### config.mk
export PLATFORM = sky130hd
export DESIGN_NAME = sbox_pipe
export DESIGN_NICKNAME = d
export VERILOG_FILES = /design/src/rtl/sbox_pipe.sv
export SDC_FILE = /design/constraint.sdc
export NUM_CORES = 1
export LEC_CHECK = 0
export CORE_MARGIN = 2
export CORE_UTILIZATION = 45
export CTS_BUF_LIST = sky130_fd_sc_hd__clkbuf_8
export DETAILED_ROUTE_END_ITERATION = 8
export PLACE_DENSITY_LB_ADDON = 0.3
export SLEW_MARGIN = 20
export SYNTH_ARGS = -nofsm -noshare
export SYNTH_HDL_FRONTEND = slang
export SYNTH_SLANG_ARGS = --single-unit
### constraint.sdc
create_clock -name clk -period 3.3 [get_ports clk]
set_input_delay 0.66 -clock clk [delete_from_list [all_inputs] [get_ports clk]]
set_output_delay 0.66 -clock clk [all_outputs]
set_load 0.1 [all_outputs]
### src/rtl/sbox_pipe.sv
// Multi-lane programmable S-box lookup behind a 2-register valid/ready pipeline with a saturating transfer counter.
// Optional table write lock and error pulse when SBOX_PIPE_LOCK_EN is defined.
module sbox_pipe #(
    parameter int IN_W      = 4,
    parameter int OUT_W     = 2,
    parameter int NUM_LANES = 2,
    parameter int CNT_W     = 16,
    localparam int LANE_W   = (NUM_LANES > 1) ? $clog2(NUM_LANES) : 1
) (
    input  logic                       clk,
    input  logic                       rst,
    input  logic                       in_valid,
    output logic                       in_ready,
    input  logic [NUM_LANES*IN_W-1:0]  in_data,
    output logic                       out_valid,
    input  logic                       out_ready,
    output logic [NUM_LANES*OUT_W-1:0] out_data,
    input  logic                       cfg_we,
    input  logic [LANE_W-1:0]          cfg_lane,
    input  logic [IN_W-1:0]            cfg_addr,
    input  logic [OUT_W-1:0]           cfg_data,
    output logic [CNT_W-1:0]           xfer_count
`ifdef SBOX_PIPE_LOCK_EN
    ,
    input  logic                       cfg_lock,
    output logic                       cfg_err
`endif
);

    localparam int DEPTH = 2 ** IN_W;

    logic [OUT_W-1:0]           tbl_q [NUM_LANES][DEPTH];
    logic                       a_vld_q, a_vld_d;
    logic [NUM_LANES*IN_W-1:0]  a_dat_q, a_dat_d;
    logic                       b_vld_q, b_vld_d;
    logic [NUM_LANES*OUT_W-1:0] b_dat_q, b_dat_d;
    logic [CNT_W-1:0]           cnt_q, cnt_d;
    logic [NUM_LANES*OUT_W-1:0] lookup;
    logic                       adv_b, in_fire, a_move, out_fire;
    logic                       lane_ok, wr_en;

    assign adv_b    = !b_vld_q || out_ready;
    assign in_ready = !a_vld_q || adv_b;
    assign in_fire  = in_valid && in_ready;
    assign a_move   = a_vld_q && adv_b;
    assign out_fire = b_vld_q && out_ready;

    assign out_valid  = b_vld_q;
    assign out_data   = b_dat_q;
    assign xfer_count = cnt_q;

    // Table is read from registered state, so a same-edge write is not visible to this lookup.
    always_comb begin
        lookup = '0;
        for (int i = 0; i < NUM_LANES; i++) begin
            lookup[i*OUT_W +: OUT_W] = tbl_q[i][a_dat_q[i*IN_W +: IN_W]];
        end
    end

    always_comb begin
        a_vld_d = a_vld_q;
        a_dat_d = a_dat_q;
        b_vld_d = b_vld_q;
        b_dat_d = b_dat_q;
        cnt_d   = cnt_q;
        if (in_fire) begin
            a_vld_d = 1'b1;
            a_dat_d = in_data;
        end else if (a_move) begin
            a_vld_d = 1'b0;
        end
        if (a_move) begin
            b_vld_d = 1'b1;
            b_dat_d = lookup;
        end else if (out_fire) begin
            b_vld_d = 1'b0;
        end
        if (out_fire && (cnt_q != {CNT_W{1'b1}})) begin
            cnt_d = cnt_q + 1'b1;
        end
    end

    always_ff @(posedge clk) begin
        if (rst) begin
            a_vld_q <= 1'b0;
            a_dat_q <= '0;
            b_vld_q <= 1'b0;
            b_dat_q <= '0;
            cnt_q   <= '0;
        end else begin
            a_vld_q <= a_vld_d;
            a_dat_q <= a_dat_d;
            b_vld_q <= b_vld_d;
            b_dat_q <= b_dat_d;
            cnt_q   <= cnt_d;
        end
    end

    assign lane_ok = ({1'b0, cfg_lane} < (LANE_W + 1)'(NUM_LANES));

`ifdef SBOX_PIPE_LOCK_EN
    logic lock_q, err_q;

    // Lock applies from the cycle after cfg_lock, so a coincident write still lands.
    assign wr_en   = cfg_we && lane_ok && !lock_q;
    assign cfg_err = err_q;

    always_ff @(posedge clk) begin
        if (rst) begin
            lock_q <= 1'b0;
            err_q  <= 1'b0;
        end else begin
            if (cfg_lock) begin
                lock_q <= 1'b1;
            end
            err_q <= cfg_we && lock_q;
        end
    end
`else
    assign wr_en = cfg_we && lane_ok;
`endif

    always_ff @(posedge clk) begin
        if (rst) begin
            for (int i = 0; i < NUM_LANES; i++) begin
                for (int j = 0; j < DEPTH; j++) begin
                    tbl_q[i][j] <= '0;
                end
            end
        end else if (wr_en) begin
            tbl_q[cfg_lane][cfg_addr] <= cfg_data;
        end
    end

endmodule

==> results of run 1 <==
## logic make-up (layout without fill, tap and decap cells)
| kind of cell | Yosys count | after routing | synth area share |
|---|---|---|---|
| xor+xnor | 2 | 2 | 0.00396 |
| fa+ha+maj | 1 | 1 | 0.00282 |
| simple gates | 161 | 161 | 0.201 |
| mux | 21 | 21 | 0.102 |
| compound gates | 60 | 60 | 0.0881 |
| buf+inv | 31 | 70 | 0.0325 |
| flops | 94 | 94 | 0.569 |
## how the worst max path moves through the flow
stage / end / cells after the start / slack [ns]
floorplan: in_ready / 2 / 0.70
global placement: tbl_q[0][20] / 5 / 0.60
detailed placement: tbl_q[0][22] / 5 / 0.51
CTS: in_ready / 3 / 0.70
global route: in_ready / 3 / 0.61
finish: in_ready / 3 / 0.71
## synth_stat cells, types with 4 or more instances
| cell | count |
|---|---|
| a21oi_1 | 21 |
| and2_1 | 8 |
| and3_1 | 29 |
| clkbuf_1 | 13 |
| dfxtp_1 | 30 |
| edfxtp_1 | 64 |
| inv_1 | 8 |
| mux4_1 | 10 |
| mux4_2 | 6 |
| nand2_1 | 43 |
| nand3_1 | 22 |
| nor2_1 | 14 |
| nor2b_1 | 6 |
| nor3_1 | 4 |
| nor4b_1 | 4 |
| o21ai_0 | 18 |
| o31ai_1 | 8 |
| or3_1 | 6 |
| or4_1 | 5 |
## state kept, by name (all words and copies together) (netlist names)
register    count
a_vld_q         1
xfer_count     16
out_data        4
tbl_q          64
out_valid       1
a_dat_q         8
## per-layer routing
metal / routed length (um) / vias up / share of wire
met5: 0 / - / 0
met3: 479 / 11 / 0.054
met2: 4220 / 87 / 0.47
li1: - / 1481 / -
met1: 4080 / 1449 / 0.46
met4: 122 / 0 / 0.014
## tightest hold or removal path, cell delays in order (launching register included)
cell and delay [ns]:
dfxtp_1 0.36, inv_1 0.06, a21oi_1 0.05
## cell type report
class / instances / area share
clock inverter: 7 / 0.0152
clock buffer: 9 / 0.0243
inverter: 8 / 0.00590
timing repair buffer: 46 / 0.0797
sequential: 94 / 0.496
tap: 133 / 0.0327
multi-input combinational: 245 / 0.346
## power groups by stage
stage,Sequential [uW],Clock [uW],Combinational [uW]
5_1_grt,1360,833,244
4_1_cts,1350,798,228
3_3_place_gp,1380,0,224
3_5_place_dp,1380,0,227
2_1_floorplan,1400,0,133
6_report,1350,782,228
## per-stage QoR
step / hold slack, ns / power [uW]
after floorplan: 0.461 / 1530
after global placement: 0.479 / 1600
after detailed placement: 0.492 / 1610
after CTS: 0.509 / 2380
after global routing: 0.519 / 2440
final: 0.515 / 2360
==> results.toml, run 1 <==
[status]
status = "finished, final reports clean"

[final_layout]
layout_common_cells = "64 x edfxtp_1, 43 x nand2_1, 30 x dfxtp_1"
fill_cells = 840
antenna-diode-count = 0
regArea_um2 = 2520
fin_cells = 542
multiInputGateArea_um2 = 1760
design_area_um2 = 5090
drive_above_1_share = 0.152
nets = 425
layout_commonest_cell = "edfxtp_1"
area_growth_syn_to_layout_pct = 14.9
postLayoutCoreUtil = 0.525

[grt]
grt_usage = 0.174
grt_pass1_wl_mm = 14.1
grt_use_met3 = 0.0282
gr-usage-met1 = 0.236
use_met2 = 0.287
grt_pass1_vias = 2843
antenna_found_initial = 0
grt_overflow_total = 0
top_usage_layer = "met2"
grt_max_degree = 35

[sta]
fin_setup_tns_ns = 0
skew_ns = 0.0109
rsz0062_at_grt = "no"
maxSlewViolCount = 0
max_slew_margin = 0.601
fmax_mhz = 386
finalWorstSetupSlack_ns = 0.708
finalHoldViolCount = 0
final.period_utilization = 0.786
period_needed_ns = 2.59
finalSetupViolations = 0
tightest_slew_ns = 0.596

[place]
dp.final_hpwl_mm = 6.24
gp_congestion = 0.769
dpl_cell_area_um2 = 4890
post-place-cells = 526
io_buffers = 41
place_ws_ns = 0.510

[floorplanning]
dieArea_um2 = 10700
core_area_um2 = 9680
dieHeight_um = 103
die-width_um = 103
ios = 42
fp-row-count = 36
floorplan.initialDensity = 0.457

[power_and_ir_drop]
p_clk_frac = 0.331
p_seq_frac = 0.573
p_sw_uw = 592
combPwrFrac = 0.096
p_sw_frac = 0.250
intPower_uw = 1770
power_density_nw_per_um2 = 464
total_leakage_power_uw = 0.00184
max-vdd-ir-drop_mv = 0.196

[job]
cap_viol_max_count = 0

[setup_path]
r2r_end = "out_data[2]"
critPathMaxStageDelay_ns = 0.48
crit_type = "in2out"
critical_path.startpoint = "out_ready"
timing.rr.start = "a_dat_q[4]"
slowest_stage = "nand3b_1"
crit_fanout = 11
r2r_cells = 4
path_buf_inv = 2
end_kind = "output pin"
crit_family = "buffers and inverters"
crit_chain = "clkdlybuf4s50_1 > nand3b_1 > buf_12"
arrival_ns = 1.93
rrSetupSlack_ns = 1.34
worstSetupStartpointType = "input port"
cp_data_required_time_ns = 2.64

[synthesis]
syn_avg_cell_area_um2 = 12.0
synthCells = 370
netlist_area_um2 = 4430
yosysWarnings = 0
synthArstFlopShare = 0
synth-seq-cells = 94
synthDistinctLibCells = 48
synth_seq_area_share = 0.569
synthTopCellsByArea = "edfxtp_1 43%, dfxtp_1 14%, mux4_1 5.9%"
yosysTopAreaCellShare = 0.434
yosys_most_used_dff = "edfxtp_1"
synth-edff-count = 64
synth_nets = 391
synth_top_area_cell = "edfxtp_1"

[detailed_routing]
ant_nets = 0
viasPerCell = 5.59
drc_errors = 0
drt-initial-drc-count = 154
wl_mm = 8.89
vias = 3028
drt_pass1_iterations = 5
wire_per_inst_um = 16.4

[clock_network]
cts_tree = "yes"
cts_inserted_buffers = 9
clk_path_buf_depth = 2
clk_pin_slew_ns = 0.09
cts_setup_buffers = 0
clock_latency_ns = 0.36
htreeDepth = 3
cts_resized = 0
cts.sinks = 94
cts-root-buf = "clkbuf_8"
ctsHoldBuffers = 0

[worst_hold_path]
holdPathStages = 2
hold_start = "a_vld_q"
hold_path_class = "reg2reg"
hold_end = "out_valid"
(Power assumes the default switching activity.)
==> run 2: changes to the inputs <==
clock period = 2.3 ns   (was 3.3 ns; I/O delays follow)
==> results.toml, run 2 (synthesis results as in run 1) <==
[grt]
antenna_found_initial = 0
grt_overflow_total = 0
grt_max_degree = 33
grt_pass1_vias = 3040
grt_usage = 0.189
grt_pass1_wl_mm = 14.9

[place]
dpl_cell_area_um2 = 5060
io_buffers = 41
post-place-cells = 547
gp_congestion = 0.820
place_ws_ns = 0.0521
dp.final_hpwl_mm = 6.95

[power_and_ir_drop]
p_clk_frac = 0.310
max-vdd-ir-drop_mv = 0.286
power_density_nw_per_um2 = 636
total_leakage_power_uw = 0.00193
power.total_uw = 3340
p_sw_frac = 0.264
p_seq_frac = 0.582
intPower_uw = 2460
combPwrFrac = 0.108
p_sw_uw = 881

[detailed_routing]
vias = 3159
ant_nets = 0
drt_pass1_iterations = 4
wl_mm = 9.75
viasPerCell = 5.61
drc_errors = 0
wire_per_inst_um = 17.3
drt-initial-drc-count = 159

[final_layout]
antenna-diode-count = 0
design_area_um2 = 5250
layout_commonest_cell = "edfxtp_1"
nets = 446
fin_cells = 563
layout_common_cells = "64 x edfxtp_1, 46 x buf_4, 43 x nand2_1"
largest_register = "tbl_q"
drive_above_1_share = 0.202
largest_reg_flops = 64
fill_cells = 851
postLayoutCoreUtil = 0.542
area_growth_syn_to_layout_pct = 18.4

[setup_path]
cp_data_required_time_ns = 1.84
end_kind = "output pin"
r2r_end = "out_data[2]"
timing.rr.start = "a_dat_q[4]"
worstSetupStartpointType = "input port"
rrSetupSlack_ns = 0.48
crit_fanout = 7
crit_type = "in2out"
arrival_ns = 1.56
r2r_cells = 4

[sta]
tightest_slew_ns = 0.641
period_needed_ns = 2.02
finalWorstSetupSlack_ns = 0.282
max_slew_margin = 0.569
finalSetupViolations = 0
fmax_mhz = 495
final.period_utilization = 0.878
finalHoldViolCount = 0
skew_ns = 0.00766
rsz0062_at_grt = "no"
maxSlewViolCount = 0

[clock_network]
clock_latency_ns = 0.36
cts_tree = "yes"
ctsHoldBuffers = 0
cts.sinks = 94
cts-root-buf = "clkbuf_8"
htreeDepth = 3
clk_path_buf_depth = 2
cts_setup_buffers = 0
clk_pin_slew_ns = 0.09
cts_resized = 0
cts_inserted_buffers = 9

[worst_hold_path]
hold_path_class = "reg2reg"
hold_end = "out_valid"
hold_start = "a_vld_q"
holdPathStages = 2

[floorplanning]
fp-row-count = 36
floorplan.initialDensity = 0.457
ios = 42
dieArea_um2 = 10700
dieHeight_um = 103
core_area_um2 = 9680
die-width_um = 103

[job]
cap_viol_max_count = 0

[status]
status = "finished, final reports clean"
[run 2: cell count changes in the layout (fill, tap and decap cells not counted), sizes merged]
cell and delta:
clkinvlp +2, bufinv -1, clkinv -1, buf +21
[run 2: layout make-up]
type                            instances  area (um2)  area share
Clock buffer                            9         124      0.0236
Clock inverter                          7        58.8      0.0112
Inverter                                8        30.0     0.00573
Multi-Input combinational cell        245        1760       0.336
Sequential cell                        94        2530       0.482
Tap cell                              133         166      0.0317
Timing Repair Buffer                   67         576       0.110
[run 2: metal layers]
metal / global-route usage / vias up / wire length, um
met3: 0.0289 / 11 / 376
met1: 0.250 / 1545 / 4450
li1: - / 1521 / -
met2: 0.311 / 82 / 4760
met5: 0 / - / 0
met4: 0.0820 / 0 / 172
[run 2: metrics by stage]
stage | hold slack (ns) | TNS [ns]
after floorplan | 0.461 | -0.00909
after global placement | 0.479 | 0
after detailed placement | 0.495 | 0
after CTS | 0.515 | 0
after global routing | 0.541 | 0
final | 0.517 | 0
[run 2: worst max-delay path: stages]
cell and delay, ns:
clkdlybuf4s50_1 0.46, nand3b_1 0.37, buf_12 0.27
[run 2: worst max path at each step]
stage,end,start,slack (ns)
4_1_cts,in_ready,out_ready,0.29
3_5_place_dp,tbl_q[0][11],rst,0.05
5_1_grt,in_ready,out_ready,0.22
2_1_floorplan,xfer_count[1],xfer_count[9],-0.009
3_3_place_gp,tbl_q[0][10],rst,0.09
6_report,in_ready,out_ready,0.28
[run 2: power by group through the flow]
stage	clock network [uW]	logic (uW)	registers (uW)
after floorplan	0	190	2010
after global placement	0	352	1980
after detailed placement	0	360	1980
after CTS	1050	362	1940
after global routing	1100	385	1950
final	1040	361	1940
==> run 3: changes to the inputs <==
clock period = 2.5 ns   (was 2.3 ns; I/O delays follow)
==> results.toml, run 3 (synthesis results as in run 1) <==
[setup_path]
crit_chain = "clkdlybuf4s50_1 > nand3b_1 > buf_12"
crit_type = "in2out"
slowest_stage = "clkdlybuf4s50_1"
cp_data_required_time_ns = 2.00
critPathMaxStageDelay_ns = 0.46
cp_num_cells = 3
path_buf_inv = 2
crit_fanout = 7
r2r_cells = 4
worstSetupStartpointType = "input port"
end_kind = "output pin"
arrival_ns = 1.62
crit_family = "buffers and inverters"

[floorplanning]
core_area_um2 = 9680
dieHeight_um = 103
fp-row-count = 36
die-width_um = 103
ios = 42
floorplan.initialDensity = 0.457
dieArea_um2 = 10700

[final_layout]
nets = 439
layout_common_cells = "64 x edfxtp_1, 43 x nand2_1, 39 x buf_4"
antenna-diode-count = 0
area_growth_syn_to_layout_pct = 18.5
drive_above_1_share = 0.180
layout_commonest_cell = "edfxtp_1"
largest_reg_flops = 64
postLayoutCoreUtil = 0.542
largest_register = "tbl_q"

[clock_network]
ctsHoldBuffers = 0
cts_inserted_buffers = 9
htreeDepth = 3
cts-root-buf = "clkbuf_8"
cts_setup_buffers = 0
cts_tree = "yes"
cts_resized = 0
clock_latency_ns = 0.36
cts.sinks = 94
clk_path_buf_depth = 2
clk_pin_slew_ns = 0.09

[sta]
finalHoldViolCount = 0
fin_setup_tns_ns = 0
tightest_slew_ns = 0.664
final.period_utilization = 0.850
finalSetupViolations = 0
period_needed_ns = 2.12
maxSlewViolCount = 0
skew_ns = 0.00773
max_slew_margin = 0.553
rsz0062_at_grt = "no"
fmax_mhz = 471

[detailed_routing]
wl_mm = 9.69
ant_nets = 0
viasPerCell = 5.60
drt_pass1_iterations = 7
drt-initial-drc-count = 125
wire_per_inst_um = 17.4
vias = 3112
drc_errors = 0

[grt]
grt_usage = 0.193
antenna_found_initial = 0
grt_overflow_total = 0
grt_pass1_vias = 2986
grt_max_degree = 35
grt_pass1_wl_mm = 15.3

[power_and_ir_drop]
power_density_nw_per_um2 = 635
total_leakage_power_uw = 0.00192
max-vdd-ir-drop_mv = 0.280

[worst_hold_path]
holdPathStages = 2
hold_path_class = "reg2reg"

[place]
io_buffers = 41
gp_congestion = 0.850
dp.final_hpwl_mm = 6.90

[status]
status = "finished, final reports clean"

[job]
cap_viol_max_count = 0
[run 3: cell types whose count changed in the layout (fill, tap and decap cells not counted)]
cell	before	now
inv_1	9	8
bufinv_16	0	3
clkinv_1	0	1
dfxtp_2	4	0
buf_4	46	39
clkinvlp_4	2	1
inv_6	1	2
dfxtp_1	26	30
inv_8	2	0
clkinv_4	1	0
[run 3: routing by layer]
metal	routed length, um	track usage	up-vias
met5	0	0	-
met4	76	0.0496	0
met3	557	0.0417	7
met2	4660	0.303	89
met1	4400	0.274	1507
li1	-	-	1509
[run 3: report_power, final]
group          leakage, uW  switching (uW)  internal (uW)
Clock             0.000118             552            668
Sequential        0.000856            44.5           1740
Combinational     0.000951             190            134
Total              0.00192             786           2540
[run 3: cell type report]
| type | instances | area [um2] |
|---|---|---|
| Fill cell | 828 | 4440 |
| Timing Repair Buffer | 60 | 523 |
| Clock inverter | 7 | 119 |
| Tap cell | 133 | 166 |
| Inverter | 8 | 30.0 |
| Multi-Input combinational cell | 245 | 1760 |
| Sequential cell | 94 | 2520 |
| Clock buffer | 9 | 124 |
[run 3: path summary, 6_finish.rpt]
kind              startpoint  slack, ns           to
hold reg to reg      a_vld_q       0.52    out_valid
hold / removal       a_vld_q       0.52    out_valid
setup reg to reg  a_dat_q[0]       0.52  out_data[0]
setup / recovery   out_ready       0.38     in_ready
[run 3: per-stage QoR]
stage / power, uW / std cells / setup WS, ns / instance area, um2 / hold slack, ns
global placement: 2140 / 540 / 0.140 / 5000 / 0.485
floorplan: 2020 / 370 / 0.0584 / 4430 / 0.461
CTS: 3350 / 556 / 0.391 / 5250 / 0.516
global route: 3450 / 556 / 0.317 / 5250 / 0.545
detailed placement: 2150 / 540 / 0.146 / 5000 / 0.503
finish: 3330 / 556 / 0.376 / 5250 / 0.522
[run 3: worst min-delay path: stages (launching register included)]
cell and delay (ns):
dfxtp_1 0.36, inv_1 0.07, a21oi_1 0.05
